File: src/rtl/lane_seq_pkg.sv
// Shared types and default widths for the lane sequencer slice.
package lane_seq_pkg;

    typedef enum logic [1:0] {
        IDLE  = 2'd0,
        ISSUE = 2'd1,
        WAIT  = 2'd2,
        RESP  = 2'd3
    } state_t;

    localparam int unsigned LANE_IW_DEF = 16;
    localparam int unsigned LANE_OW_DEF = 4;

endpackage

File: src/rtl/lane_seq_ctrl_if.sv
// Stream and lane-bank signals of the lane sequencer; master is the sequencer side.
interface lane_seq_ctrl_if #(
    parameter int unsigned NUM_LANES = 2,
    parameter int unsigned LANE_IW   = 16,
    parameter int unsigned LANE_OW   = 4
);
    logic                           IN_VALID;
    logic                           IN_READY;
    logic [NUM_LANES*LANE_IW-1:0]   IN_DATA;
    logic                           OUT_VALID;
    logic                           OUT_READY;
    logic [NUM_LANES*LANE_OW-1:0]   OUT_DATA;
    logic                           OUT_ERR;
    logic [NUM_LANES-1:0]           LANE_START;
    logic [NUM_LANES*LANE_IW-1:0]   LANE_DIN;
    logic [NUM_LANES*LANE_OW-1:0]   LANE_DOUT;
    logic [NUM_LANES-1:0]           LANE_BUSY;
    logic                           BUSY;

    modport master (
        input  IN_VALID, IN_DATA, OUT_READY, LANE_DOUT, LANE_BUSY,
        output IN_READY, OUT_VALID, OUT_DATA, OUT_ERR, LANE_START, LANE_DIN, BUSY
    );

    modport slave (
        output IN_VALID, IN_DATA, OUT_READY, LANE_DOUT, LANE_BUSY,
        input  IN_READY, OUT_VALID, OUT_DATA, OUT_ERR, LANE_START, LANE_DIN, BUSY
    );
endinterface

File: src/rtl/lane_seq_timer.sv
// WAIT-cycle counter: clears while i_clr, counts while i_en, flags the TIMEOUT-th cycle.
module lane_seq_timer #(
    parameter int unsigned TIMEOUT = 255
) (
    input  logic CLK,
    input  logic RST_N,
    input  logic i_clr,
    input  logic i_en,
    output logic o_expire
);
    logic [15:0] r_cnt;

    always_ff @(posedge CLK) begin
        if (!RST_N || i_clr) begin
            r_cnt <= '0;
        end else if (i_en && r_cnt != '1) begin
            r_cnt <= r_cnt + 16'd1;
        end
    end

    // r_cnt holds the number of completed WAIT cycles, so TIMEOUT-1 marks the last one
    assign o_expire = i_en && (r_cnt == 16'(TIMEOUT - 1));
endmodule

File: src/rtl/lane_seq_ctrl.sv
// Splits one wide word across NUM_LANES lanes, starts them together and returns the joined result.
// Optional WAIT timeout abort is built when LANE_SEQ_TIMEOUT_EN is defined.
module lane_seq_ctrl
    import lane_seq_pkg::*;
#(
    parameter int unsigned NUM_LANES = 2,
    parameter int unsigned LANE_IW   = LANE_IW_DEF,
    parameter int unsigned LANE_OW   = LANE_OW_DEF,
    parameter int unsigned TIMEOUT   = 255
) (
    input  logic             CLK,
    input  logic             RST_N,
    lane_seq_ctrl_if.master  bus
);
    if (NUM_LANES < 1 || NUM_LANES > 8) begin : g_bad_lanes
        $error("lane_seq_ctrl: NUM_LANES must be 1..8");
    end
    if (TIMEOUT < 1 || TIMEOUT > 65535) begin : g_bad_timeout
        $error("lane_seq_ctrl: TIMEOUT must be 1..65535");
    end

    state_t                         r_state;
    state_t                         w_state_nxt;
    logic [NUM_LANES*LANE_IW-1:0]   r_din;
    logic [NUM_LANES*LANE_OW-1:0]   r_res;
    logic [NUM_LANES-1:0]           r_done;
    logic [NUM_LANES-1:0]           w_cap;
    logic                           w_all_done;
    logic                           w_expire;
    logic                           r_err;

`ifdef LANE_SEQ_TIMEOUT_EN
    lane_seq_timer #(.TIMEOUT(TIMEOUT)) u_timer (
        .CLK      (CLK),
        .RST_N    (RST_N),
        .i_clr    (r_state != WAIT),
        .i_en     (r_state == WAIT),
        .o_expire (w_expire)
    );
`else
    assign w_expire = 1'b0;
`endif

    always_ff @(posedge CLK) begin
        if (!RST_N) begin
            r_state <= IDLE;
        end else begin
            r_state <= w_state_nxt;
        end
    end

    always_comb begin
        w_state_nxt = r_state;
        w_cap       = '0;
        if (r_state == WAIT) begin
            w_cap = ~r_done & ~bus.LANE_BUSY;
        end
        w_all_done = &(r_done | w_cap);
        unique case (r_state)
            IDLE:    if (bus.IN_VALID) w_state_nxt = ISSUE;
            ISSUE:   w_state_nxt = WAIT;
            WAIT:    if (w_all_done || w_expire) w_state_nxt = RESP;
            RESP:    if (bus.OUT_READY) w_state_nxt = IDLE;
            default: w_state_nxt = IDLE;
        endcase
    end

    always_ff @(posedge CLK) begin
        if (!RST_N) begin
            r_din  <= '0;
            r_res  <= '0;
            r_done <= '0;
            r_err  <= 1'b0;
        end else if (r_state == IDLE && bus.IN_VALID) begin
            r_din  <= bus.IN_DATA;
            r_res  <= '0;
            r_done <= '0;
            r_err  <= 1'b0;
        end else if (r_state == WAIT) begin
            r_done <= r_done | w_cap;
            for (int unsigned i = 0; i < NUM_LANES; i++) begin
                if (w_cap[i]) begin
                    r_res[i*LANE_OW +: LANE_OW] <= bus.LANE_DOUT[i*LANE_OW +: LANE_OW];
                end
            end
            // a lane finishing in the expiry cycle still counts, so only report leftovers
            r_err <= w_expire && !w_all_done;
        end
    end

    assign bus.IN_READY   = (r_state == IDLE);
    assign bus.OUT_VALID  = (r_state == RESP);
    assign bus.OUT_DATA   = r_res;
    assign bus.LANE_START = (r_state == ISSUE) ? '1 : '0;
    assign bus.LANE_DIN   = r_din;
    assign bus.BUSY       = (r_state != IDLE);
`ifdef LANE_SEQ_TIMEOUT_EN
    assign bus.OUT_ERR    = r_err;
`else
    assign bus.OUT_ERR    = 1'b0;
`endif
endmodule

File: src/flat_wrapper.sv
// flat-port wrapper written by rule: the top's interface ports become plain ports
module lane_seq_ctrl_flat import lane_seq_pkg::*;
#(
    parameter int unsigned NUM_LANES = 2,
    parameter int unsigned LANE_IW   = LANE_IW_DEF,
    parameter int unsigned LANE_OW   = LANE_OW_DEF,
    parameter int unsigned TIMEOUT   = 255
)
  (CLK, RST_N, bus_IN_VALID, bus_IN_DATA, bus_OUT_READY, bus_LANE_DOUT, bus_LANE_BUSY, bus_IN_READY, bus_OUT_VALID, bus_OUT_DATA, bus_OUT_ERR, bus_LANE_START, bus_LANE_DIN, bus_BUSY);
  lane_seq_ctrl_if #(.NUM_LANES(NUM_LANES), .LANE_IW(LANE_IW), .LANE_OW(LANE_OW)) bus_i ();
  input  logic CLK;
  input  logic RST_N;
  input wire logic [$bits(bus_i.IN_VALID)-1:0] bus_IN_VALID;
  input wire logic [$bits(bus_i.IN_DATA)-1:0] bus_IN_DATA;
  input wire logic [$bits(bus_i.OUT_READY)-1:0] bus_OUT_READY;
  input wire logic [$bits(bus_i.LANE_DOUT)-1:0] bus_LANE_DOUT;
  input wire logic [$bits(bus_i.LANE_BUSY)-1:0] bus_LANE_BUSY;
  output wire logic [$bits(bus_i.IN_READY)-1:0] bus_IN_READY;
  output wire logic [$bits(bus_i.OUT_VALID)-1:0] bus_OUT_VALID;
  output wire logic [$bits(bus_i.OUT_DATA)-1:0] bus_OUT_DATA;
  output wire logic [$bits(bus_i.OUT_ERR)-1:0] bus_OUT_ERR;
  output wire logic [$bits(bus_i.LANE_START)-1:0] bus_LANE_START;
  output wire logic [$bits(bus_i.LANE_DIN)-1:0] bus_LANE_DIN;
  output wire logic [$bits(bus_i.BUSY)-1:0] bus_BUSY;
  assign bus_i.IN_VALID = bus_IN_VALID;
  assign bus_i.IN_DATA = bus_IN_DATA;
  assign bus_i.OUT_READY = bus_OUT_READY;
  assign bus_i.LANE_DOUT = bus_LANE_DOUT;
  assign bus_i.LANE_BUSY = bus_LANE_BUSY;
  assign bus_IN_READY = bus_i.IN_READY;
  assign bus_OUT_VALID = bus_i.OUT_VALID;
  assign bus_OUT_DATA = bus_i.OUT_DATA;
  assign bus_OUT_ERR = bus_i.OUT_ERR;
  assign bus_LANE_START = bus_i.LANE_START;
  assign bus_LANE_DIN = bus_i.LANE_DIN;
  assign bus_BUSY = bus_i.BUSY;
  lane_seq_ctrl #(.NUM_LANES(NUM_LANES), .LANE_IW(LANE_IW), .LANE_OW(LANE_OW), .TIMEOUT(TIMEOUT)) u_core (.CLK(CLK), .RST_N(RST_N), .bus(bus_i));
endmodule
File: config.mk
export PLATFORM = sky130hd
export DESIGN_NAME = lane_seq_ctrl_flat
export DESIGN_NICKNAME = d
export VERILOG_FILES = /design/src/rtl/lane_seq_pkg.sv /design/src/rtl/lane_seq_ctrl_if.sv /design/src/rtl/lane_seq_timer.sv /design/src/rtl/lane_seq_ctrl.sv /design/src/flat_wrapper.sv
export SDC_FILE = /design/constraint.sdc
export NUM_CORES = 1
export LEC_CHECK = 0
export CAP_MARGIN = 20
export CORE_ASPECT_RATIO = 1.1
export CORE_MARGIN = 2
export CORE_UTILIZATION = 39
export CTS_CLUSTER_DIAMETER = 60
export CTS_CLUSTER_SIZE = 28
export DETAILED_ROUTE_END_ITERATION = 7
export PLACE_DENSITY = 0.79
export SLEW_MARGIN = 20
export SYNTH_ARGS = -nofsm -noshare
export SYNTH_HDL_FRONTEND = slang
export SYNTH_SLANG_ARGS = --single-unit
File: constraint.sdc
create_clock -name CLK -period 1.7 [get_ports CLK]
set_clock_uncertainty 0.2 [all_clocks]
set_input_delay 0.34 -clock CLK [delete_from_list [all_inputs] [get_ports CLK]]
set_output_delay 0.34 -clock CLK [all_outputs]
set_load 0.05 [all_outputs]
# Word level (Yosys, flattened, before mapping)
# Cells that the tools add are included.
[totals]
register_bits = 44
[classes]
bitwise = 5
reduce_logical = 8
n_eq_ne = 6
n_mux = 6
[ops]
columns = ["operator", "n"]
rows = [
  ["2-to-1 mux 2 bit", 5],
  ["case mux 2 bit (4 select lines)", 1],
  ["AND reduction 2 bit", 3],
  ["equality test 2 bit, second input constant", 2],
  ["!= test 2 bit, second input constant", 2],
  ["inverter 2 bit", 2],
  ["AND reduction 3 bit", 1],
  ["AND 2 bit", 1],
  ["equality test 2 x 1 -> 1 bit, second input constant", 1],
  ["logical NOT 2 bit", 1],
  ["!= test 2 x 1 -> 1 bit, second input constant", 1],
  ["OR 2 bit", 1],
  ["nonzero test 2 bit", 1],
  ["OR reduction 2 bit", 1],
  ["logical AND 1 bit", 1],
  ["inverter 1 bit", 1],
]

# Depth between registers and ports, before layout
[depth]
ltp_word = 7
depth_mapped = 7
ltp_nobuf = 6

# Worst setup path after synthesis
# OpenSTA, ideal clock, no wires.
[synth_path]
path_type = "register -> register"
startpoint = "reg u_core.r_state[0]"
endpoint = "reg u_core.r_state[1]"
path_buffers = 0
t_required_ps = 1428
path_stages_with_launch = 7
setup_slack_ps = -429
arrival_time_ps = 1858
cell_sequence = "dfxtp_1 > inv_1 > ha_1 > inv_1 > o22ai_1 > a21o_2 > mux2i_1"
[synth_lines]
columns = ["item", "line", "rtl"]
rows = [
  ["start: declaration", "lane_seq_ctrl.sv:22", "state_t r_state;"],
  ["start signal: assignment", "lane_seq_ctrl.sv:48", "r_state <= w_state_nxt;"],
  ["logical NOT 2 bit (*)", "-", ""],
  ["net bus_IN_READY", "flat_wrapper.sv:18", "output wire logic [$bits(bus_i.IN_READY)-1:0] bus_IN_READY;"],
  ["!= test 2 bit (no line)", "-", ""],
  ["AND reduction 3 bit (no line)", "-", ""],
]
# The timed path passes the listed nets; every way through them passes the cells marked *.
# A chain may end at the register's enable or synchronous reset.

# Worst setup path after layout
[layout_path]
startpoint = "reg u_core.r_state[1]"
endpoint = "out bus_BUSY"
[layout_between]
elab_chain_len = 1
[layout_rtl]
columns = ["item", "line", "rtl"]
rows = [
  ["nonzero test 2 bit", "lane_seq_ctrl.sv:96", "assign bus.BUSY = (r_state != IDLE);"],
  ["end: declaration", "flat_wrapper.sv:24", "output wire logic [$bits(bus_i.BUSY)-1:0] bus_BUSY;"],
]
# Every way passes these cells.

==> results.md <==
- Routed len/inst: approximately 13 um
- CP arrival: approximately 1.2 ns
- Routed vias/inst: 4.68
- First-pass GRT wire length: about 7000 um
- Overall power: 0.00449 W
- Comb power frac: 0.550
- Setup Crit Path Kind: reg2out
- Main area contributors after synthesis: dfxtp_1 50%, nand2_1 15%, a21boi_0 10%, mux2i_1 5.1%, ha_1 3.6%
- Antenna violations before repair: 0
- Final Critical Period: 1.70 ns
- Sequential power share: 0.306
- Die Width: 67.9 um
- Clock root cell: clkbuf_8
- Final Hold Fails: 0
- Cell area after layout: 0.00333 mm^2
- N_diodes: 0
- Synth Instances: 198
- Vias post-DR: 1624
- Slowest-stage cell, CP: dfxtp_2
- Initial Utilization: 0.406
- P_sw: 0.00176 W
- Fin util: 0.772
- GP Congestion: roughly 0.64
- # clock sinks: 44
- Share of post-route cells with drive strength above 1: 0.253
- Total track usage: 0.185
- Pin count of the biggest net entering global routing: 33
- Status: finished with violations
- Dpl ws: -0.130 ns
- TritonRoute pass-1 iters: 4
- Placed cell area: approximately 0.0032 mm^2
- Routed Antenna Nets: 0
- Tcrit/Tclk final: 1.00
- CP cell instances: inv_4 > ha_4 > clkinvlp_4 > buf_12
- Final Setup Violations: 1
- Routed wire length: 4350 um
- Die area: 0.00505 mm^2
- CTS max path bufs: 2
- Worst hold path type: reg2reg
- Leakage power: 1.29 nW
- Clock power share: 0.144
- Register area share after synthesis: 0.502
- Syn_nets: 249
- DR iter-0 viols: 63
- Switch share: 0.392
- Syn Std Cell Area: 0.00175 mm^2
- I/O Buffers: 90
- RSZ-0062 raised after global routing: true
- Core Region: 0.00432 mm^2
- Cell Rows: 25
- P&R area growth vs syn: 89.9%
- Maximum vdd ir drop: 867 uV
- H-tree Lvls: 2
- DPL Wire Length: 3490 um
- Max-slew violation count: 0
- Failing checks: setup timing
- Global route overflow: 0
- Vias in the first global route: 1568
- Die Span Y: 74.3 um
- Number of CTS-inserted buffers: 5
- I/O Pins: 92
- Pwr Density: 1350 mW/mm^2
- Top-area cell type share of the netlist area: 0.502
- P_int: 0.00273 W
- Critical Path End Type: output pin
- Remaining DRCs: 0
- Worst skew pair latency: 0.29 ns
- Final setup margin: -0.00332 ns
- Required time worst endpoint: 1.16 ns
- Post-Route Setup TNS: -0.00332 ns
- CTS clk-pin slew, worst paths: ~0.07 ns
- Worst setup SP type: flop
- Nets@finish: 343
- Post-synth cell types: 18
- Yosys warning count: 0
- Max Cap Viol: 0
- Avg Cell Area, Syn: between 8 and 9 um^2
- Largest fanout on the critical path: 4
- Fmax: 0.587 GHz
- Yosys top cell by area: dfxtp_1
- Largest stage delay, worst path: approximately 0.36 ns
- #FFs+latches synth: 44
- CTS tree: done
## through the flow
stage,std cells,hold WS (ns)
floorplan,198,0.264
global placement,335,0.275
detailed placement,335,0.282
CTS,347,0.293
global route,347,0.309
finish,347,0.290
## cells in the mapped netlist, drive strengths merged
cell    count
a21o        1
o31ai       1
nor3b       2
dfxtp      44
nand2      68
conb        1
ha          5
o22ai       2
a21oi       3
mux2i       9
clkbuf      3
buf        10
and2        1
a21boi     32
nor2       10
inv         6
## layer usage
layer | vias to the layer above | share of wire | GRT usage
li1 | 817 | - | -
met1 | 744 | 0.37 | 0.202
met2 | 57 | 0.54 | 0.327
met3 | 6 | 0.084 | 0.0756
met4 | 0 | 0.012 | 0.0533
met5 | - | 0 | 0
## kinds of logic after synthesis
| kind of cell | Yosys count | share of synthesized area |
|---|---|---|
| and+or+nand+nor | 81 | 0.192 |
| DFF | 44 | 0.502 |
| AOI/OAI and AO/OA | 39 | 0.162 |
| buffers and inverters | 19 | 0.0549 |
| muxes | 9 | 0.0514 |
| adders and majority gates | 5 | 0.0357 |
| other | 1 | 0.00214 |
## sequential cells by signal, indices dropped and copies added, names as in the netlist
register,cells
u_core.bus.OUT_DATA,8
u_core.r_state,2
u_core.bus.LANE_DIN,32
u_core.r_done,2
## layout make-up
class                           instances  area, um^2
Clock buffer                            8        90.1
Fill cell                             300         986
Inverter                                6        31.3
Multi-Input combinational cell        135         803
Sequential cell                        44         883
Tap cell                               54        67.6
Timing Repair Buffer                  100        1460
## final timing paths
path / endpoint / cells past startpoint / slack (ns) / start
setup / recovery: bus_BUSY / 4 / -0.003 / u_core.r_state[1]
hold / removal: u_core.bus.LANE_DIN[29] / 2 / 0.29 / u_core.bus.LANE_DIN[29]
setup reg to reg: u_core.r_state[1] / 7 / 0.09 / u_core.r_state[1]
hold reg to reg: u_core.bus.LANE_DIN[29] / 2 / 0.29 / u_core.bus.LANE_DIN[29]
## layout by cell type, fill, tap and decap left out, types with 3 or more instances in the layout
cell type and n:
nor2_1 10, buf_12 47, mux2i_1 9, nand2_1 67, a21oi_1 3, buf_4 7, inv_1 3, clkdlybuf4s50_1 45
clkbuf_8 6, dfxtp_1 42, a21boi_1 9, a21boi_0 23
## repair_timing
action	CTS	global route
pin swaps	1	1
setup buffers	4	0
endpoints found under the setup margin	4	12
gates resized for setup	2	5
hold buffers	0	0
## worst max-delay path, delay by kind of cell (launching register included)
kind | cells | cell delay [ns]
flops | 1 | 0.36
buf+inv | 3 | 0.35
fa+ha+maj | 1 | 0.17
## power by group through the flow
| stage | Sequential (W) | Combinational [W] | Clock (W) |
|---|---|---|---|
| after floorplan | 0.00176 | 0.000893 | 0 |
| after global placement | 0.00138 | 0.00238 | 0 |
| after detailed placement | 0.00139 | 0.00242 | 0 |
| after CTS | 0.00137 | 0.00249 | 0.000667 |
| after global routing | 0.00139 | 0.00262 | 0.000708 |
| final | 0.00137 | 0.00247 | 0.000648 |
Note: power is estimated with default switching activity, not from simulation.
